===== src/rtl/uart_tx_streamer.sv =====
// uart_tx_streamer: buffers an 8-bit valid/ready byte stream in a local FIFO
// and drains it into the UART over its register interface. Before each byte
// it polls STATUS until the UART TX FIFO has room, then writes WDATA.

package core_v_mcu_pkg;

  // Register request toward a slave; fields hold steady while valid waits for ready
  typedef struct packed {
    logic [31:0] addr;
    logic        write;
    logic [31:0] wdata;
    logic [3:0]  wstrb;
    logic        valid;
  } reg_req_t;

  // Register response; ready marks the completing cycle of a transaction
  typedef struct packed {
    logic [31:0] rdata;
    logic        error;
    logic        ready;
  } reg_rsp_t;

endpackage

module uart_tx_streamer
  import core_v_mcu_pkg::*;
#(
  parameter int unsigned FifoDepth    = 16,
  parameter logic [31:0] BaseAddr     = 32'h0,
  parameter logic [31:0] StatusOffset = 32'h14,
  parameter logic [31:0] WdataOffset  = 32'h1C,
  parameter int unsigned TxFullBit    = 0,
  parameter int unsigned PollGap      = 8,
  localparam int unsigned LevelW      = $clog2(FifoDepth) + 1
) (
  input  logic              clk_i,
  input  logic              rst_ni,
  input  logic              en_i,
  input  logic [7:0]        data_i,
  input  logic              valid_i,
  output logic              ready_o,
  output reg_req_t          reg_req_o,
  input  reg_rsp_t          reg_rsp_i,
  output logic [LevelW-1:0] level_o,
  output logic              busy_o,
  output logic              err_o,
  input  logic              err_clr_i
);

  localparam int unsigned PtrW = $clog2(FifoDepth);
  localparam int unsigned GapW = (PollGap > 1) ? $clog2(PollGap) : 1;

  // WAIT counts down from PollGap-1 to 0, giving exactly PollGap WAIT cycles
  localparam logic [GapW-1:0]   GapLoad    = (PollGap > 0) ? GapW'(PollGap - 1) : '0;
  localparam logic [LevelW-1:0] LevelFull  = LevelW'(FifoDepth);
  localparam logic [31:0]       StatusAddr = BaseAddr + StatusOffset;
  localparam logic [31:0]       WdataAddr  = BaseAddr + WdataOffset;

  typedef enum logic [1:0] {
    StIdle,
    StPoll,
    StWrite,
    StWait
  } state_e;

  state_e            state_q, state_d;
  logic [PtrW-1:0]   wrPtr_q, wrPtr_d;
  logic [PtrW-1:0]   rdPtr_q, rdPtr_d;
  logic [LevelW-1:0] level_q, level_d;
  logic [GapW-1:0]   gapCnt_q, gapCnt_d;
  logic              err_q, err_d;
  logic [7:0]        mem_q [FifoDepth];

  logic push;
  logic pop;
  logic setErr;
  logic fifoEmpty;
  logic unusedRdata;

  // Only the TX-full bit of STATUS matters; the remaining rdata bits are folded away here
  assign unusedRdata = ^reg_rsp_i.rdata;

  assign fifoEmpty = (level_q == '0);
  assign ready_o   = (level_q != LevelFull);

  // Push on a stream handshake; pop only when the WDATA write is accepted by the slave
  assign push = valid_i && ready_o;
  assign pop  = (state_q == StWrite) && reg_rsp_i.ready;

  // FIFO pointer and occupancy bookkeeping; pointers wrap naturally at the power-of-two depth
  always_comb begin
    wrPtr_d = wrPtr_q;
    rdPtr_d = rdPtr_q;
    level_d = level_q;
    if (push) begin
      wrPtr_d = wrPtr_q + PtrW'(1);
    end
    if (pop) begin
      rdPtr_d = rdPtr_q + PtrW'(1);
    end
    case ({push, pop})
      2'b10:   level_d = level_q + LevelW'(1);
      2'b01:   level_d = level_q - LevelW'(1);
      default: level_d = level_q;
    endcase
  end

  // Byte storage has no reset: contents are only meaningful between the pointers
  always_ff @(posedge clk_i) begin
    if (push) begin
      mem_q[wrPtr_q] <= data_i;
    end
  end

  // Drain sequencer: IDLE decides, POLL reads STATUS, WRITE sends a byte, WAIT backs off
  always_comb begin
    state_d  = state_q;
    gapCnt_d = gapCnt_q;
    setErr   = 1'b0;
    case (state_q)
      StIdle: begin
        // A byte being pushed this very cycle counts, so POLL starts the next cycle
        if (en_i && (!fifoEmpty || push)) begin
          state_d = StPoll;
        end
      end
      StPoll: begin
        if (reg_rsp_i.ready) begin
          if (reg_rsp_i.error) begin
            setErr  = 1'b1;
            state_d = StIdle;
          end else if (reg_rsp_i.rdata[TxFullBit]) begin
            if ((PollGap == 0) || !en_i) begin
              state_d = StIdle;
            end else begin
              state_d  = StWait;
              gapCnt_d = GapLoad;
            end
          end else if (en_i) begin
            state_d = StWrite;
          end else begin
            state_d = StIdle;
          end
        end
      end
      StWrite: begin
        // The byte is consumed even on an error response; it is never retried
        if (reg_rsp_i.ready) begin
          setErr  = reg_rsp_i.error;
          state_d = StIdle;
        end
      end
      StWait: begin
        if (!en_i || (gapCnt_q == '0)) begin
          state_d = StIdle;
        end else begin
          gapCnt_d = gapCnt_q - GapW'(1);
        end
      end
      default: begin
        state_d = StIdle;
      end
    endcase
  end

  // Sticky bus-error flag; a new error outranks a clear arriving in the same cycle
  always_comb begin
    err_d = err_q;
    if (setErr) begin
      err_d = 1'b1;
    end else if (err_clr_i) begin
      err_d = 1'b0;
    end
  end

  // All control state, cleared asynchronously so a pending request drops at once
  always_ff @(posedge clk_i or negedge rst_ni) begin
    if (!rst_ni) begin
      state_q  <= StIdle;
      wrPtr_q  <= '0;
      rdPtr_q  <= '0;
      level_q  <= '0;
      gapCnt_q <= '0;
      err_q    <= 1'b0;
    end else begin
      state_q  <= state_d;
      wrPtr_q  <= wrPtr_d;
      rdPtr_q  <= rdPtr_d;
      level_q  <= level_d;
      gapCnt_q <= gapCnt_d;
      err_q    <= err_d;
    end
  end

  // Bus request decoded from registered state and FIFO head only, so it stays stable while stalled
  always_comb begin
    reg_req_o = '0;
    case (state_q)
      StPoll: begin
        reg_req_o.valid = 1'b1;
        reg_req_o.write = 1'b0;
        reg_req_o.addr  = StatusAddr;
        reg_req_o.wstrb = 4'b0000;
      end
      StWrite: begin
        reg_req_o.valid = 1'b1;
        reg_req_o.write = 1'b1;
        reg_req_o.addr  = WdataAddr;
        reg_req_o.wdata = {24'h0, mem_q[rdPtr_q]};
        reg_req_o.wstrb = 4'b0001;
      end
      default: begin
        reg_req_o = '0;
      end
    endcase
  end

  assign level_o = level_q;
  assign err_o   = err_q;
  assign busy_o  = !fifoEmpty || (state_q == StPoll) || (state_q == StWrite);

endmodule


===== config.mk =====
export PLATFORM = sky130hd
export DESIGN_NAME = uart_tx_streamer
export DESIGN_NICKNAME = d
export VERILOG_FILES = /design/src/rtl/uart_tx_streamer.sv
export SDC_FILE = /design/constraint.sdc
export NUM_CORES = 1
export LEC_CHECK = 0
export BUFFER_PORTS_ARGS = -buffer_cell sky130_fd_sc_hd__buf_4
export CELL_PAD_IN_SITES_DETAIL_PLACEMENT = 1
export CELL_PAD_IN_SITES_GLOBAL_PLACEMENT = 2
export CORE_ASPECT_RATIO = 1.1
export CORE_MARGIN = 1
export CORE_UTILIZATION = 40
export CTS_CLUSTER_DIAMETER = 100
export CTS_CLUSTER_SIZE = 24
export DETAILED_ROUTE_END_ITERATION = 16
export HOLD_SLACK_MARGIN = 0.05
export PLACE_DENSITY = 0.83
export SYNTH_ARGS = -nofsm -noshare
export SYNTH_HDL_FRONTEND = slang
export SYNTH_SLANG_ARGS = --single-unit

===== constraint.sdc =====
create_clock -name clk_i -period 7.2 [get_ports clk_i]
set_clock_uncertainty 0.05 [all_clocks]
set_input_delay 0.36 -clock clk_i [delete_from_list [all_inputs] [get_ports clk_i]]
set_output_delay 0.36 -clock clk_i [all_outputs]
set_load 0.005 [all_outputs]

# After elaboration in Yosys (flattened, before gate mapping)
# Memory sizes are Yosys's and may differ from the RTL's.
# Index checks and enable logic that the tools add are counted.
[totals]
reg_bits = 19
mem_bits_rw = 128
in_bits = 47
elab_cells = 70
n_memories = 1
[memory_table]
columns = ["name", "depth", "word_bits", "read_ports", "rd_ports_with_merged_regs", "wr", "line", "source"]
rows = [
  ["mem_q", 16, 8, 1, 0, 1, "72", "logic [7:0] mem_q [FifoDepth];"],
]
[classes]
add_sub_neg = 5
eq_ne = 14
muxes = 27
reduce_logical = 17
[op_table]
columns = ["operator", "count"]
rows = [
  ["$mux 2", 8],
  ["$ne 2x2->1 const B", 8],
  ["$mux 3", 5],
  ["$pmux 6 s2", 1],
  ["$pmux 5 s2", 1],
  ["$add 4x1->4 const B", 2],
  ["$mux 8", 1],
  ["$pmux 2 s4", 1],
  ["$mux 1", 7],
  ["$eq 2x2->1 const B", 3],
  ["$pmux 3 s2", 1],
  ["$reduce_and 6->1", 1],
  ["$reduce_bool 2->1", 3],
  ["$add 5x1->5 const B", 1],
  ["$logic_not 5->1", 1],
  ["$ne 5x5->1 const B", 1],
  ["$sub 5x1->5 const B", 1],
  ["$eq 2x1->1 const B", 2],
  ["$logic_or 1x1->1", 4],
  ["$pmux 2 s2", 1],
  ["$reduce_and 4->1", 1],
  ["$logic_and 1x1->1", 3],
  ["$logic_not 3->1", 1],
  ["$sub 3x1->3 const B", 1],
  ["3 further kinds", 4],
]

# Depth between registers and ports, before layout
# Gate-level depths: netlist of run 1.
[depth]
ltp_word = 6
ltp_mapped = 12
ltp_nobuf = 11

# Worst setup path before layout of run 1
# Ideal clock, no wire load.
[synth_timing]
path_kind = "register to register"
from = "reg level_q[2], in the netlist level_o[2]"
to = "reg level_q[4], in the netlist level_o[4]"
setup_time_ns = 0.126
t_arrival_ns = 2.467
required_ns = 7.024
path_slack_ns = 4.557
path_stages_with_launch = 13
n_path_buf = 2
path_cell_list = "dfrtp_1 -> buf_2 -> nor4_4 -> a21oi_2 -> inv_1 -> ha_1 -> buf_2 -> xor2_1 -> ha_1 -> or3b_2 -> a21oi_1 -> o21ai_0 -> xnor2_1"
[synth_between]
elab_chain_len = 4
elab_cells_between_ends = 8
classes_between = "add/sub: 2; eq/ne: 3; mux: 1; reduce/logical: 2"
[synth_rtl]
columns = ["element", "line", "source"]
rows = [
  ["from (decl)", "69", "logic [LevelW-1:0] level_q, level_d;"],
  ["from (signal assigned)", "189", "level_q <= level_d;"],
  ["branches (longest 4 deep; another with $sub 5x1->5)", "n/a", ""],
]
# Several ways; the timed one is not identified.
# A chain may end at the register's enable or synchronous reset.

==> run_results.csv, run 1 <==
group,metric,value,unit
sta,drv_slew,0,
critical_path,slowest_stage,"nor2b_1",
critical_path,crit_fanout,15,
drt,dr.pass1.iters,14,
floorplan,std_cell_rows,49,
sta,tns,0,ns
critical_path,crit_family,"simple AND/OR/NAND/NOR gates",
synthesis,yosys.area.top_type_share,57.4,%
floorplan,initial_core_util,40.9,%
power_and_ir_drop,p_leak,0.00278,uW
global_route,grt_pass1_wl,21400,um
critical_path,cp_slowest_stage_delay,1.01,ns
synthesis,synth_edf_count,128,
cts,clkLatencyLatePin,0.42,ns
cts,post_cts_buffers,0,
drt,vias,3618,
floorplan,io_pins,125,
cts,cts_root_buf,"clkbuf_16",
layout,nets,543,
drt,m1WireLength,5710,um
sta,max_freq,302,MHz
synthesis,synth.area.top_cells,"edfxtp_1 57%, dfrtp_1 7.1%, buf_4 6.7%, mux4_2 4.4%, mux2i_1 3.9%",
sta,setup_viol,0,
synthesis,synth_top_area_cell,"edfxtp_1",
drt,final_antenna_net_count,0,
sta,worst_pin_slew,1.18,ns
cts,cts_resized,0,
critical_path,cp-start-kind,"flop",
layout,syn_to_final_growth,11.9,%
synthesis,avgSynthCellArea,15.3,um2
global_route,antenna_found_initial,0,
synthesis,synth_top_flop_cell,"edfxtp_1",
sta,hold_viol,0,
place,place_congestion,0.745,
floorplan,die_w,125,um
cts,cts_tree,"yes",
floorplan,die-area,17300,um2
global_route,grt_max_degree,53,
cts,path_clk_slew,0.06,ns
run_status,status,"finished with violations",
drt,drcViolationCount,4,
synthesis,syn_area,6690,um2
critical_path,worst_setup_path_end_kind,"output port",
power_and_ir_drop,ir_worst_vdd,163,uV
place,io_buffers,37,
layout,diodes,0,
synthesis,synth_warnings,0,
synthesis,ys_seq_area_share,64.5,%
critical_path,critical_path.cell_chain,"nor2b_1 -> a22oi_1 -> a311oi_1 -> a21oi_1 -> buf_4",
drt,drt_iter0_drc,314,
place,dp_cells,665,
cts,cts_buffer_depth,2,
layout,n_fill_cell,1606,
sta,slew_headroom,21.2,%
critical_path,timing.critical_path.buf_inv,1,
run_status,violations,"DRC",
floorplan,die_h,138,um
sta,period_minus_slack,3.31,ns
drt,wl_met3,636,um
critical_path,critical_path_required,6.79,ns
run,drv_cap,0,
floorplan,core,16400,um2
cts,ctsHoldBuffers,1,
synthesis,yosysMostFrequentCell,"edfxtp_1",
worst_hold_path,hold_path.class,"in -> reg",
cts,cts_buffers,17,
critical_path,critPathArrivalTime,2.90,ns
global_route,grt_overflow,0,
global_route,first_global_vias,3796,
synthesis,ys_ff_latch,147,
sta,fin_hold_ws,0.0829,ns
drt,route.met2.wl,7150,um
power_and_ir_drop,powerDensity,364,nW/um2
synthesis,synth_common_cells,"128 x edfxtp_1, 60 x buf_4, 26 x mux2i_1, 25 x nand2_1, 19 x dfrtp_1",
synthesis,synthCells,438,
synthesis,async_reset_ff_share,12.9,%
synthesis,synth.distinct_cells,43,
drt,via_per_inst,5.18,
cts,htree_levels,4,
cts,clock_sinks,147,
sta,post-route-period-util,46.0,%
drt,routed.top_layer,"met4",
drt,wire_per_inst,19.6,um
sta,rsz0062_at_grt,"no",
layout,layout-drive-gt1-share,20.6,%
drt,routed_wl,13700,um
critical_path,crit_type,"reg -> out",
layout,finalNonFillerCells,698,
place,dp_hpwl,9140,um
global_route,grt_use_total,17.0,%
cells by family (layout without fill, tap and decap cells):
family	count (synthesis)	in the layout	synth area share, %
AO/OA/AOI/OAI	51	51	5.12
XOR/XNOR	13	13	1.70
adder cells (fa/ha/maj)	15	15	2.80
buffers and inverters	88	89	9.20
flip-flops	147	147	64.5
multiplexers	53	53	11.3
other	1	56	0.0560
AND/OR/NAND/NOR	70	70	5.31
area by class of cell:
class,count,area (um2),area share [%]
clock buffer,17,425,5.68
timing repair buffer,44,333,4.44
clock inverter,15,145,1.94
multi-input combinational,258,1970,26.2
inverter,13,48.8,0.651
tap,204,255,3.41
sequential,147,4320,57.7
sequential cells by signal, indices dropped and copies added (netlist names):
signal / flops
mem_q: 128
wrPtr_q: 4
level_o: 5
err_o: 1
state_q: 2
gapCnt_q: 3
rdPtr_q: 4
final timing paths:
| path | startpoint | end | slack (ns) | cells after the start |
|---|---|---|---|---|
| min in group asynchronous | rst_ni | level_o[3]$_DFFE_PN0P_ | 0.31 | 2 |
| min | err_clr_i | err_o$_DFFE_PN0P_ | 0.08 | 2 |
| max reg2reg | state_q[0]$_DFFE_PN0P_ | level_o[4]$_DFFE_PN0P_ | 4.18 | 11 |
| max | rdPtr_q[1]$_DFFE_PN0P_ | reg_req_o[10] | 3.89 | 5 |
| min reg2reg | gapCnt_q[2]$_DFFE_PN0P_ | gapCnt_q[2]$_DFFE_PN0P_ | 0.47 | 1 |
| max in group asynchronous | rst_ni | rdPtr_q[0]$_DFFE_PN0P_ | 6.56 | 2 |
routing by layer:
layer	vias to the layer above	track usage, %
li1	1611	-
met3	15	4.70
met5	-	0
met2	130	29.4
met4	0	6.50
met1	1862	20.3
placed cells by master (no fill, tap or decap), types with 14 or more instances in the layout:
| cell | count |
|---|---|
| ha_1 | 15 |
| edfxtp_1 | 128 |
| nor2_1 | 18 |
| mux2i_1 | 26 |
| nand2_1 | 25 |
| dfrtp_1 | 18 |
| clkbuf_16 | 17 |
| conb_1 | 56 |
| a21oi_1 | 14 |
| buf_4 | 43 |
stage by stage:
step / util, % / power, uW / setup slack, ns / cell area, um2
floorplan: - / 1710 / 4.56 / 6900
global placement: 42.2 / 1860 / 4.29 / 6910
detailed placement: 42.2 / 1890 / 4.17 / 6910
CTS: 45.8 / 2750 / 3.87 / 7490
global route: 45.8 / 2860 / 3.77 / 7490
finish: 45.8 / 2720 / 3.89 / 7490
power breakdown:
| group | leakage [uW] | switching (uW) | internal, uW |
|---|---|---|---|
| Clock | 0.000278 | 366 | 485 |
| Sequential | 0.00138 | 99.9 | 1050 |
| Combinational | 0.00112 | 406 | 316 |
Power figures use the tool's default switching activity.
==> inputs of run 2 (changes only) <==
Settings changed: ABC_AREA from default to 1, CORE_UTILIZATION 40 to 32, PLACE_DENSITY 0.83 to 0.79.
Clock period 7.2 ns to 2.7 ns, I/O delays scaled along.
==> run_results.csv, run 2 <==
group,metric,value,unit
synthesis,yosys.area_share.simple,20.8,%
layout,layout-drive-gt1-share,12.2,%
layout,largest_reg_flops,128,
run_status,status,"finished, final reports clean",
synthesis,yosysMostFrequentCell,"nand2_1",
sta,setup_viol,0,
layout,final_cell_mix,"233 x nand2_1, 128 x edfxtp_1, 92 x inv_1",
sta,hold_viol,0,
synthesis,synthXorXnorAreaFrac,1.22,%
floorplan,core,22000,um2
synthesis,ys_seq_area_share,60.2,%
critical_path,r2r.worst_path.cells,14,
sta,period_minus_slack,2.47,ns
critical_path,cp_common_cell,"nand2_1",
sta,drv_slew,0,
layout,diodes,0,
run,drv_cap,0,
floorplan,initial_core_util,32.6,%
synthesis,synthCells,735,
layout,nets,862,
critical_path,crit_fanout,24,
cts,cts_tree,"yes",
global_route,grt_overflow,0,
floorplan,die-area,23000,um2
cts,htree_levels,4,
sta,post-route-period-util,91.3,%
layout,mostFrequentLayoutCell,"nand2_1",
layout,multiInputGateArea,2090,um2
synthesis,yosys.area.top_type_share,53.6,%
cts,clock_sinks,147,
layout,syn_to_final_growth,18.3,%
synthesis,yosys.area_share.adder,2.62,%
drt,drcViolationCount,0,
place,dp_hpwl,11400,um
drt,dr.pass1.iters,4,
power_and_ir_drop,p_leak,0.00377,uW
place,io_buffers,37,
sta,rsz0062_at_grt,"no",
synthesis,avgSynthCellArea,9.76,um2
floorplan,die_h,159,um
cts,cts_buffers,17,
global_route,antenna_found_initial,0,
cts,cts_root_buf,"clkbuf_16",
drt,via_per_inst,4.43,
layout,final_util,38.5,%
synthesis,ys_ff_latch,147,
synthesis,synth.area.top_cells,"edfxtp_1 54%, nand2_1 12%, buf_4 6.9%, dfrtp_1 6.6%, nand3_1 6.3%",
floorplan,die_w,145,um
cts,path_clk_slew,0.06,ns
global_route,grt_pass1_wl,26800,um
synthesis,synth_top_flop_cell,"edfxtp_1",
drt,routed_wl,17200,um
critical_path,cp_slowest_stage_delay,0.57,ns
synthesis,synth_common_cells,"233 x nand2_1, 128 x edfxtp_1, 93 x inv_1, 91 x nand3_1, 66 x buf_4",
layout,n_fill_cell,2501,
critical_path,slowest_stage,"dfrtp_2",
sta,max_freq,405,MHz
layout,regMostFlops,"mem_q",
global_route,first_global_vias,4850,
synthesis,syn_area,7180,um2
critical_path,critical_path_required,2.52,ns
synthesis,muxShareOfSynthArea,0.157,%
synthesis,async_reset_ff_share,12.9,%
critical_path,cp-start-kind,"flop",
floorplan,std_cell_rows,57,
drt,final_antenna_net_count,0,
power_and_ir_drop,powerDensity,1000,nW/um2
global_route,grt_use_total,15.8,%
sta,worst_pin_slew,0.644,ns
sta,slew_headroom,56.7,%
critical_path,crit_type,"reg -> out",
power_and_ir_drop,ir_worst_vdd,497,uV
synthesis,synth.distinct_cells,25,
synthesis,synth-compound-area-share,1.41,%
synthesis,synth_top_family_by_area,"simple AND/OR/NAND/NOR gates",
floorplan,io_pins,125,
critical_path,critical_path.cell_chain,"inv_2 -> buf_4 -> nand2_1 -> nand2_1 -> nand2_1 -> nand3_1 -> nand3_1 -> a21oi_1 -> buf_4",
drt,vias,4909,
drt,wire_per_inst,15.6,um
drt,drt_iter0_drc,226,
synthesis,synth_edf_count,128,
place,place_congestion,0.809,
synthesis,synth_top_area_cell,"edfxtp_1",
critical_path,critPathArrivalTime,2.28,ns
synthesis,synth_warnings,0,
worst_hold_path,hold_path.class,"in -> async",
sta,tns,0,ns
global_route,grt_max_degree,36,
cts,cts_buffer_depth,2,
critical_path,worst_setup_path_end_kind,"output port",
layout,seq_area,4320,um2
cts,clkLatencyLatePin,0.42,ns
-- run 2: cell count changes in the layout (fill, tap and decap cells not counted), sizes merged, moves of 14 or more --
cell,before,now
mux4,16,0
buf,43,63
dlygate4sd3,1,15
nand3,1,91
inv,20,94
mux2i,26,0
nand2,25,234
-- run 2: timing repair --
item	4_1_cts	5_1_grt
buffers inserted	0	0
setup endpoints to repair	0	1
gates resized for setup	0	1
hold buffers	15	0
hold endpoints to repair	151	0
-- run 2: critical path, delay by kind of cell, from the launching register on --
| kind | cells | cell delay, ns |
|---|---|---|
| compound gates | 1 | 0.17 |
| buf+inv | 3 | 0.59 |
| flops | 1 | 0.57 |
| simple gates | 5 | 0.51 |
-- run 2: logic make-up (layout without fill, tap and decap cells) --
family,after synthesis,in the layout
AO/OA/AOI/OAI,19,19
flip-flops,147,147
XOR/XNOR,10,10
multiplexers,1,1
buffers and inverters,183,205
adder cells (fa/ha/maj),15,15
other,1,56
AND/OR/NAND/NOR,359,359
-- run 2: final cells by class --
| type | instances | share of cell area [%] |
|---|---|---|
| Clock inverter | 14 | 3.07 |
| Timing Repair Buffer | 78 | 7.78 |
| Inverter | 96 | 4.24 |
| Multi-Input combinational cell | 460 | 24.7 |
| Tap cell | 295 | 4.35 |
| Sequential cell | 147 | 50.9 |
| Clock buffer | 17 | 5.01 |
-- run 2: path summary, 6_finish.rpt --
check	from	end	slack, ns
min in group clk_i	reg_rsp_i[2]	state_q[0]$_DFFE_PN0P_	0.10
worst max register to register	state_q[0]$_DFFE_PN0P_	level_o[4]$_DFFE_PN0P_	0.26
worst max-delay path	rdPtr_q[0]$_DFFE_PN0P_	reg_req_o[5]	0.23
worst min-delay path	rst_ni	gapCnt_q[2]$_DFFE_PN0P_	0.09
max in group asynchronous	rst_ni	rdPtr_q[0]$_DFFE_PN0P_	2.25
worst min register to register	gapCnt_q[2]$_DFFE_PN0P_	gapCnt_q[2]$_DFFE_PN0P_	0.44
-- run 2: metal layers --
layer | wire (um) | GRT usage [%] | part of all wire, % | vias up
met5 | 0 | 0 | 0 | -
met4 | 197 | 4.78 | 1.1 | 0
met2 | 8550 | 26.4 | 50 | 96
met1 | 7820 | 20.5 | 45 | 2404
met3 | 660 | 3.01 | 3.8 | 16
li1 | - | - | - | 2393
-- run 2: metrics by stage --
| stage | power (uW) | cell area, um2 | instances | hold slack (ns) | worst slack [ns] |
|---|---|---|---|---|---|
| after global placement | 5760 | 7650 | 1061 | -0.00686 | 0.224 |
| after floorplan | 4900 | 7380 | 790 | -0.211 | 0.308 |
| after CTS | 8600 | 8490 | 1107 | 0.0855 | 0.161 |
| final | 8500 | 8490 | 1107 | 0.0879 | 0.234 |
| after global routing | 9030 | 8490 | 1107 | 0.108 | 0.0761 |
| after detailed placement | 5820 | 7650 | 1061 | -0.00180 | 0.204 |
-- run 2: power breakdown --
group	total (uW)	switching (uW)	internal [uW]
logic	2730	1780	952
registers	3030	227	2800
clock network	2740	920	1820
